<file path="src/rtl/uart_cmd_pkg.sv">
`default_nettype none
// ============================================================================
// Module      : uart_cmd_pkg
// Description : Shared types and constants for the UART command framer.
//               Holds the RX/TX state enums, the command and byte widths,
//               and the default inter-byte timeout.
// Revision    : 1.0 - initial release
// ============================================================================
package uart_cmd_pkg;

  localparam int CMD_W  = 24;
  localparam int BYTE_W = 8;

  // ~50 ms at 50 MHz; only meaningful when UART_CMD_TIMEOUT_EN is defined
  localparam int unsigned DEFAULT_TIMEOUT_CYC = 32'd2_604_166;
  localparam int          DEFAULT_TO_W        = 22;

  typedef enum logic [1:0] {
    BYTE_HI  = 2'd0,
    BYTE_MID = 2'd1,
    BYTE_LO  = 2'd2
  } rx_state_t;

  typedef enum logic [0:0] {
    IDLE = 1'b0,
    XMIT = 1'b1
  } tx_state_t;

endpackage
`default_nettype wire

</file>
<file path="src/rtl/uart_cmd_proc_if.sv">
`default_nettype none
// ============================================================================
// Module      : uart_cmd_proc_if
// Description : Bundles the UART byte handshake, the command/consumer
//               handshake and the response/transmitter handshake.
//   master : the command processor (drives clr_rdy, cmd*, frame_err,
//            trmt, tx_data, resp_busy)
//   slave  : the surrounding UART + control logic (drives the rest)
// Revision    : 1.0 - initial release
// ============================================================================
interface uart_cmd_proc_if;
  import uart_cmd_pkg::*;

  logic              rdy;
  logic [BYTE_W-1:0] rx_data;
  logic              clr_rdy;
  logic [CMD_W-1:0]  cmd;
  logic              cmd_rdy;
  logic              clr_cmd_rdy;
  logic              cmd_ovr;
  logic              frame_err;
  logic              send_resp;
  logic [BYTE_W-1:0] resp;
  logic              trmt;
  logic [BYTE_W-1:0] tx_data;
  logic              tx_done;
  logic              resp_busy;

  modport master (
    input  rdy, rx_data, clr_cmd_rdy, send_resp, resp, tx_done,
    output clr_rdy, cmd, cmd_rdy, cmd_ovr, frame_err, trmt, tx_data, resp_busy
  );

  modport slave (
    output rdy, rx_data, clr_cmd_rdy, send_resp, resp, tx_done,
    input  clr_rdy, cmd, cmd_rdy, cmd_ovr, frame_err, trmt, tx_data, resp_busy
  );

endinterface
`default_nettype wire

</file>
<file path="src/rtl/uart_resp_ctrl.sv">
`default_nettype none
// ============================================================================
// Module      : uart_resp_ctrl
// Description : Response transmit controller. Accepts one response byte per
//               request, pulses trmt for one cycle with tx_data valid, and
//               stays busy until the transmitter's tx_done rises.
// Ports       : clk, rst_n (async, active low)
//               send_resp/resp   - request and byte (in)
//               tx_done          - transmitter completion level (in)
//               trmt/tx_data     - start pulse and held byte (out)
//               resp_busy        - request in flight (out)
// Revision    : 1.0 - initial release
// ============================================================================
module uart_resp_ctrl
  import uart_cmd_pkg::*;
(
  input  logic              clk,
  input  logic              rst_n,
  input  logic              send_resp,
  input  logic [BYTE_W-1:0] resp,
  input  logic              tx_done,
  output logic              trmt,
  output logic [BYTE_W-1:0] tx_data,
  output logic              resp_busy
);

  tx_state_t         state_q, state_d;
  logic              trmt_q, trmt_d;
  logic              resp_busy_q, resp_busy_d;
  logic              tx_done_prev_q, tx_done_prev_d;
  logic [BYTE_W-1:0] tx_data_q, tx_data_d;
  logic              tx_done_rise;

  // A level already high at request time is not a completion; only a rise is
  assign tx_done_rise = tx_done && !tx_done_prev_q;

  // State register
  always_ff @(posedge clk or negedge rst_n) begin
    if (!rst_n) begin
      state_q        <= IDLE;
      trmt_q         <= 1'b0;
      resp_busy_q    <= 1'b0;
      tx_done_prev_q <= 1'b0;
      tx_data_q      <= '0;
    end else begin
      state_q        <= state_d;
      trmt_q         <= trmt_d;
      resp_busy_q    <= resp_busy_d;
      tx_done_prev_q <= tx_done_prev_d;
      tx_data_q      <= tx_data_d;
    end
  end

  // Next-state logic
  always_comb begin
    state_d = state_q;
    case (state_q)
      IDLE:    if (send_resp) state_d = XMIT;
      XMIT:    if (tx_done_rise) state_d = IDLE;
      default: state_d = IDLE;
    endcase
  end

  // Output logic; requests seen in XMIT are dropped, not queued
  always_comb begin
    trmt_d         = 1'b0;
    resp_busy_d    = resp_busy_q;
    tx_data_d      = tx_data_q;
    tx_done_prev_d = tx_done;
    case (state_q)
      IDLE: begin
        if (send_resp) begin
          tx_data_d   = resp;
          trmt_d      = 1'b1;
          resp_busy_d = 1'b1;
        end
      end
      XMIT: begin
        if (tx_done_rise) resp_busy_d = 1'b0;
      end
      default: resp_busy_d = 1'b0;
    endcase
  end

  assign trmt      = trmt_q;
  assign tx_data   = tx_data_q;
  assign resp_busy = resp_busy_q;

endmodule
`default_nettype wire

</file>
<file path="src/rtl/uart_cmd_proc.sv">
`default_nettype none
// ============================================================================
// Module      : uart_cmd_proc
// Description : UART command framer. Assembles opcode, data-high and
//               data-low bytes into a 24-bit command with sticky ready and
//               overrun flags, and returns one response byte per request
//               through uart_resp_ctrl.
// Ports       : clk, rst_n (async, active low)
//               bus (uart_cmd_proc_if.master) - rx handshake, command
//               handshake, response/transmit handshake
// Config      : UART_CMD_TIMEOUT_EN - when defined, an idle counter aborts a
//               partial command after TIMEOUT_CYC cycles and pulses
//               frame_err; otherwise frame_err is tied low.
// Revision    : 1.0 - initial release
// ============================================================================
module uart_cmd_proc
  import uart_cmd_pkg::*;
#(
  parameter int unsigned TIMEOUT_CYC = DEFAULT_TIMEOUT_CYC,
  parameter int          TO_W        = DEFAULT_TO_W
) (
  input  logic            clk,
  input  logic            rst_n,
  uart_cmd_proc_if.master bus
);

  rx_state_t         state_q, state_d;
  logic [BYTE_W-1:0] op_q, op_d;
  logic [BYTE_W-1:0] hi_q, hi_d;
  logic [CMD_W-1:0]  cmd_q, cmd_d;
  logic              cmd_rdy_q, cmd_rdy_d;
  logic              cmd_ovr_q, cmd_ovr_d;
  logic              clr_rdy_q, clr_rdy_d;
  logic              capture;
  logic              timeout;

  // rdy is still high in the cycle clr_rdy is asserted; gate it out
  assign capture = bus.rdy && !clr_rdy_q;

`ifdef UART_CMD_TIMEOUT_EN
  localparam logic [TO_W-1:0] TO_LAST = TO_W'(TIMEOUT_CYC - 1);

  logic [TO_W-1:0] to_cnt_q, to_cnt_d;
  logic            frame_err_q, frame_err_d;

  // A capture in the expiry cycle takes priority over the timeout
  assign timeout = (state_q != BYTE_HI) && !capture && (to_cnt_q == TO_LAST);

  always_comb begin
    to_cnt_d    = '0;
    frame_err_d = timeout;
    if ((state_q != BYTE_HI) && !capture && !timeout)
      to_cnt_d = to_cnt_q + TO_W'(1);
  end

  always_ff @(posedge clk or negedge rst_n) begin
    if (!rst_n) begin
      to_cnt_q    <= '0;
      frame_err_q <= 1'b0;
    end else begin
      to_cnt_q    <= to_cnt_d;
      frame_err_q <= frame_err_d;
    end
  end

  assign bus.frame_err = frame_err_q;
`else
  assign timeout       = 1'b0;
  assign bus.frame_err = 1'b0;
`endif

  // State register
  always_ff @(posedge clk or negedge rst_n) begin
    if (!rst_n) begin
      state_q   <= BYTE_HI;
      op_q      <= '0;
      hi_q      <= '0;
      cmd_q     <= '0;
      cmd_rdy_q <= 1'b0;
      cmd_ovr_q <= 1'b0;
      clr_rdy_q <= 1'b0;
    end else begin
      state_q   <= state_d;
      op_q      <= op_d;
      hi_q      <= hi_d;
      cmd_q     <= cmd_d;
      cmd_rdy_q <= cmd_rdy_d;
      cmd_ovr_q <= cmd_ovr_d;
      clr_rdy_q <= clr_rdy_d;
    end
  end

  // Next-state logic
  always_comb begin
    state_d = state_q;
    case (state_q)
      BYTE_HI:  if (capture) state_d = BYTE_MID;
      BYTE_MID: if (capture) state_d = BYTE_LO; else if (timeout) state_d = BYTE_HI;
      BYTE_LO:  if (capture || timeout) state_d = BYTE_HI;
      default:  state_d = BYTE_HI;
    endcase
  end

  // Output/datapath logic. The first two bytes sit in shadow registers so
  // cmd only ever changes as a whole on the third capture.
  always_comb begin
    op_d      = op_q;
    hi_d      = hi_q;
    cmd_d     = cmd_q;
    clr_rdy_d = capture;
    cmd_rdy_d = cmd_rdy_q && !bus.clr_cmd_rdy;
    cmd_ovr_d = cmd_ovr_q && !bus.clr_cmd_rdy;
    if (capture) begin
      case (state_q)
        BYTE_HI:  op_d = bus.rx_data;
        BYTE_MID: hi_d = bus.rx_data;
        BYTE_LO: begin
          cmd_d     = {op_q, hi_q, bus.rx_data};
          cmd_rdy_d = 1'b1;
          // A coincident acknowledge consumed the old command: no overrun
          cmd_ovr_d = (cmd_ovr_q || cmd_rdy_q) && !bus.clr_cmd_rdy;
        end
        default: ;
      endcase
    end
  end

  assign bus.clr_rdy = clr_rdy_q;
  assign bus.cmd     = cmd_q;
  assign bus.cmd_rdy = cmd_rdy_q;
  assign bus.cmd_ovr = cmd_ovr_q;

  uart_resp_ctrl u_resp_ctrl (
    .clk       (clk),
    .rst_n     (rst_n),
    .send_resp (bus.send_resp),
    .resp      (bus.resp),
    .tx_done   (bus.tx_done),
    .trmt      (bus.trmt),
    .tx_data   (bus.tx_data),
    .resp_busy (bus.resp_busy)
  );

endmodule
`default_nettype wire

</file>
<file path="src/flat_wrapper.sv">
// flat-port wrapper written by rule: the top's interface ports become plain ports
module uart_cmd_proc_flat import uart_cmd_pkg::*;
#(
  parameter int unsigned TIMEOUT_CYC = DEFAULT_TIMEOUT_CYC,
  parameter int          TO_W        = DEFAULT_TO_W
)
  (clk, rst_n, bus_rdy, bus_rx_data, bus_clr_cmd_rdy, bus_send_resp, bus_resp, bus_tx_done, bus_clr_rdy, bus_cmd, bus_cmd_rdy, bus_cmd_ovr, bus_frame_err, bus_trmt, bus_tx_data, bus_resp_busy);
  uart_cmd_proc_if bus_i ();
  input  logic clk;
  input  logic rst_n;
  input wire logic [$bits(bus_i.rdy)-1:0] bus_rdy;
  input wire logic [$bits(bus_i.rx_data)-1:0] bus_rx_data;
  input wire logic [$bits(bus_i.clr_cmd_rdy)-1:0] bus_clr_cmd_rdy;
  input wire logic [$bits(bus_i.send_resp)-1:0] bus_send_resp;
  input wire logic [$bits(bus_i.resp)-1:0] bus_resp;
  input wire logic [$bits(bus_i.tx_done)-1:0] bus_tx_done;
  output wire logic [$bits(bus_i.clr_rdy)-1:0] bus_clr_rdy;
  output wire logic [$bits(bus_i.cmd)-1:0] bus_cmd;
  output wire logic [$bits(bus_i.cmd_rdy)-1:0] bus_cmd_rdy;
  output wire logic [$bits(bus_i.cmd_ovr)-1:0] bus_cmd_ovr;
  output wire logic [$bits(bus_i.frame_err)-1:0] bus_frame_err;
  output wire logic [$bits(bus_i.trmt)-1:0] bus_trmt;
  output wire logic [$bits(bus_i.tx_data)-1:0] bus_tx_data;
  output wire logic [$bits(bus_i.resp_busy)-1:0] bus_resp_busy;
  assign bus_i.rdy = bus_rdy;
  assign bus_i.rx_data = bus_rx_data;
  assign bus_i.clr_cmd_rdy = bus_clr_cmd_rdy;
  assign bus_i.send_resp = bus_send_resp;
  assign bus_i.resp = bus_resp;
  assign bus_i.tx_done = bus_tx_done;
  assign bus_clr_rdy = bus_i.clr_rdy;
  assign bus_cmd = bus_i.cmd;
  assign bus_cmd_rdy = bus_i.cmd_rdy;
  assign bus_cmd_ovr = bus_i.cmd_ovr;
  assign bus_frame_err = bus_i.frame_err;
  assign bus_trmt = bus_i.trmt;
  assign bus_tx_data = bus_i.tx_data;
  assign bus_resp_busy = bus_i.resp_busy;
  uart_cmd_proc #(.TIMEOUT_CYC(TIMEOUT_CYC), .TO_W(TO_W)) u_core (.clk(clk), .rst_n(rst_n), .bus(bus_i));
endmodule
</file>
<file path="config.mk">
export PLATFORM = sky130hd
export DESIGN_NAME = uart_cmd_proc_flat
export DESIGN_NICKNAME = d
export VERILOG_FILES = /design/src/rtl/uart_cmd_pkg.sv /design/src/rtl/uart_cmd_proc_if.sv /design/src/rtl/uart_resp_ctrl.sv /design/src/rtl/uart_cmd_proc.sv /design/src/flat_wrapper.sv
export SDC_FILE = /design/constraint.sdc
export NUM_CORES = 1
export LEC_CHECK = 0
export CAP_MARGIN = 15
export CORE_MARGIN = 1
export CORE_UTILIZATION = 45
export CTS_BUF_LIST = sky130_fd_sc_hd__clkbuf_4
export CTS_CLUSTER_DIAMETER = 150
export DETAILED_ROUTE_END_ITERATION = 16
export PLACE_DENSITY = 0.78
export SLEW_MARGIN = 0
export SYNTH_ARGS = -nofsm -noshare
export SYNTH_HDL_FRONTEND = slang
export SYNTH_SLANG_ARGS = --single-unit
</file>
<file path="constraint.sdc">
create_clock -name clk -period 1.5 [get_ports clk]
set_input_delay 0.225 -clock clk [delete_from_list [all_inputs] [get_ports clk]]
set_output_delay 0.225 -clock clk [all_outputs]
set_load 0.02 [all_outputs]
</file>
==> impl_results.md <==
- Commonest non-fill, non-tap cell in the layout: dfrtp_1
- Longest Clk Path Bufs: 2
- Crit path max fanout: 8
- Vias per inst: 4.74
- Setup violators final: 0
- Vert. Die Dim: 72.4 µm
- Routed wire length on met2: 2.20 mm
- Dpl cell area: 2930 µm²
- FFs w/ async S/R, synth: 100%
- Clock Skews: 0.00769 ns
- Detail Route Antenna Nets: 0
- Int Pwr: 0.00410 W
- Starting Density: 46.9%
- RR Endpoint: u_core.bus.cmd[4]
- Vias in the first global route: 1433
- Register bit total from synthesis: 57
- P_sw: 0.00199 W
- Clk sink count: 57
- Final design utilization: 64.2%
- Mapped Cells: 130
- Die W: 72.4 µm
- Total GRT Usage: 17.9%
- Fill cells: 384
- Final Power: between 0.006 and 0.007 W
- Max Clk Rate: 0.701 GHz
- Min-delay src: bus_tx_done
- Largest net degree at the start of global routing: 27
- P&R area growth vs syn: 36.7%
- Core area: 4750 µm²
- Worst R2R Path Depth: 3
- Sequential share of power: 42.5%
- Power Dens Cells: approximately 2000 nW/µm²
- Yosys cell types: 22
- Share of post-route cells with drive strength above 1: ~37%
- Met3 Wirelength: 217 µm
- Leakage: 1.45 nW
- Multi-input combinational cell area: 739 µm²
- DRT iter0 DRCs: 53
- Fin. Hold Viols: 0
- DRC: 0
- Root buffer cell: clkbuf_4
- Max-slew violations: 0
- Post-Route WL: approximately 4.3 mm
- First-pass GRT wire length: 6.80 mm
- Number of I/O port buffers: 58
- I/O pin count: 60
- Status: finished, final reports clean
- Main synth FF type: dfrtp_1
- Commonest non-fill, non-tap cells in the layout: 56 x dfrtp_1, 37 x dlygate4sd2_1, 30 x mux2_2, 20 x clkdlybuf4s50_1, 18 x mux2_4
- R2R Setup Slk: 0.07 ns
- Register area: 1430 µm²
- RSZ-0062 raised after global routing: no
- Ys Warns: 0
- Hold crit path type: input port to register
- DP Wirelength: about 3.1 mm
- Antenna cell count: 0
- Startpoint types: register
- CP arrival: 1.70 ns
- Kind of critical path: register to register
- CP required: 1.77 ns
- Switching part of the total: between 30% and 40%
- Combinational Power Share: 37.7%
- Wire length on met1: approximately 1.8 mm
- Clk_lat worst skew: about 0.38 ns
- Max-slew headroom: between 60% and 70%
- Top Layer Used: met4
- Initial antenna violation count: 0
- CTS tree: done
- Via Count: 1313
- GPL Wtd Cong: 0.703
- Avg Cell Area, Syn: 17.2 µm²
- Worst VDD drop: 819 µV
- Nets@finish: approximately 230
- Number of synthesized flops with an enable pin: 0
- Post-synthesis cell area: 2230 µm²
- Clock-pin slew on the worst setup and hold paths: 0.09 ns
- Tmin final: ~1.4 ns
- Crit Reg-Reg Startpoint: u_core.bus.clr_rdy
- Setup TNS: 0 ns
- Max cap viols: 0
- Total gr overflow: 0
- WL per Instance: 15.5 µm
- Rows: 25
- WHS Path Cells: 1
- 1st-pass router iterations: 4
- Design Area, Final: 3050 µm²
- Clock buffer count from CTS: 9
- Die area: 5250 µm²
- Critical Path Sink Type: register
- Least-Margin Pin Slew: 0.597 ns
- Syn Nets: about 150
- Final period util: 95.0%
- Post-synthesis sequential area ratio: 63.9%
- H-tree depth: 3
- Clk network pwr share: 19.7%
- Hold EP: u_core.u_resp_ctrl.tx_done_prev_q
power groups by stage:
stage / logic [W] / registers [W] / clock network, W
6_report: 0.00230 / 0.00259 / 0.00120
4_1_cts: 0.00233 / 0.00260 / 0.00123
3_5_place_dp: 0.00261 / 0.00264 / 0
2_1_floorplan: 0.000958 / 0.00307 / 0
3_3_place_gp: 0.00253 / 0.00258 / 0
5_1_grt: 0.00242 / 0.00268 / 0.00131
final cells by class:
| cell class | instances | area share (%) |
|---|---|---|
| Clock buffer | 9 | 2.21 |
| Clock inverter | 7 | 2.79 |
| Inverter | 2 | 0.246 |
| Multi-Input combinational cell | 66 | 24.2 |
| Sequential cell | 57 | 46.8 |
| Tap cell | 67 | 2.75 |
| Timing Repair Buffer | 69 | 21.0 |
repair_timing:
action	CTS	global route
hold buffers	1	0
endpoints found under the setup margin	37	2
resized for setup	37	1
setup buffers	0	0
endpoints found under the hold margin	24	0
metal layers:
metal	vias to the layer above	GRT usage, %
met3	8	6.11
li1	604	-
met5	-	0
met4	0	8.50
met2	37	29.4
met1	664	21.3
registers in the layout (all words and copies together), names as in the netlist, 2 cells and up:
signal	count
u_core.op_q	8
u_core.hi_q	8
u_core.state_q	2
u_core.u_resp_ctrl.tx_data	8
u_core.bus.cmd	24
kinds of logic (layout without fill, tap and decap cells):
| group | after synthesis | in the layout | synth area share [%] |
|---|---|---|---|
| AOI/OAI and AO/OA | 5 | 5 | 1.46 |
| muxes | 48 | 48 | 27.2 |
| other | 1 | 1 | 0.168 |
| buffers and inverters | 7 | 87 | 2.97 |
| and+or+nand+nor | 11 | 11 | 3.87 |
| DFF | 57 | 57 | 63.9 |
| xor gates and xnor gates | 1 | 1 | 0.392 |
through the flow:
stage / instances / setup WS, ns / hold slack, ns
3_5_place_dp: 260 / -0.250 / 0.263
4_1_cts: 277 / 0.0284 / 0.296
5_1_grt: 277 / 0.00254 / 0.287
3_3_place_gp: 260 / -0.215 / 0.244
2_1_floorplan: 130 / 0.000249 / -0.0706
6_report: 277 / 0.0743 / 0.312
Yosys cell counts (2+ instances only):
cell	count	share of area [%]
mux2_4	18	12
a21o_1	2	0.67
mux2_2	30	15
inv_1	2	0.34
a21oi_1	2	0.45
nand2_1	2	0.34
dfrtp_1	57	64
nor2_1	3	0.50
how the worst max path moves through the flow:
stage / slack [ns] / endpoint / cells past startpoint / start
detailed placement: -0.25 / u_core.bus.cmd[2] / 4 / bus_rdy
floorplan: 0.0002 / u_core.op_q[0] / 3 / u_core.bus.clr_rdy
global placement: -0.22 / u_core.bus.cmd[4] / 4 / bus_rdy
global route: 0.003 / u_core.bus.cmd[2] / 3 / u_core.bus.clr_rdy
finish: 0.07 / u_core.bus.cmd[4] / 3 / u_core.bus.clr_rdy
CTS: 0.03 / u_core.bus.cmd[2] / 3 / u_core.state_q[1]
critical path: stages (launching register included):
cell and delay [ns]:
dfrtp_1 0.40, and4bb_1 0.34, buf_4 0.22, mux2_2 0.35
(Power assumes the default switching activity.)
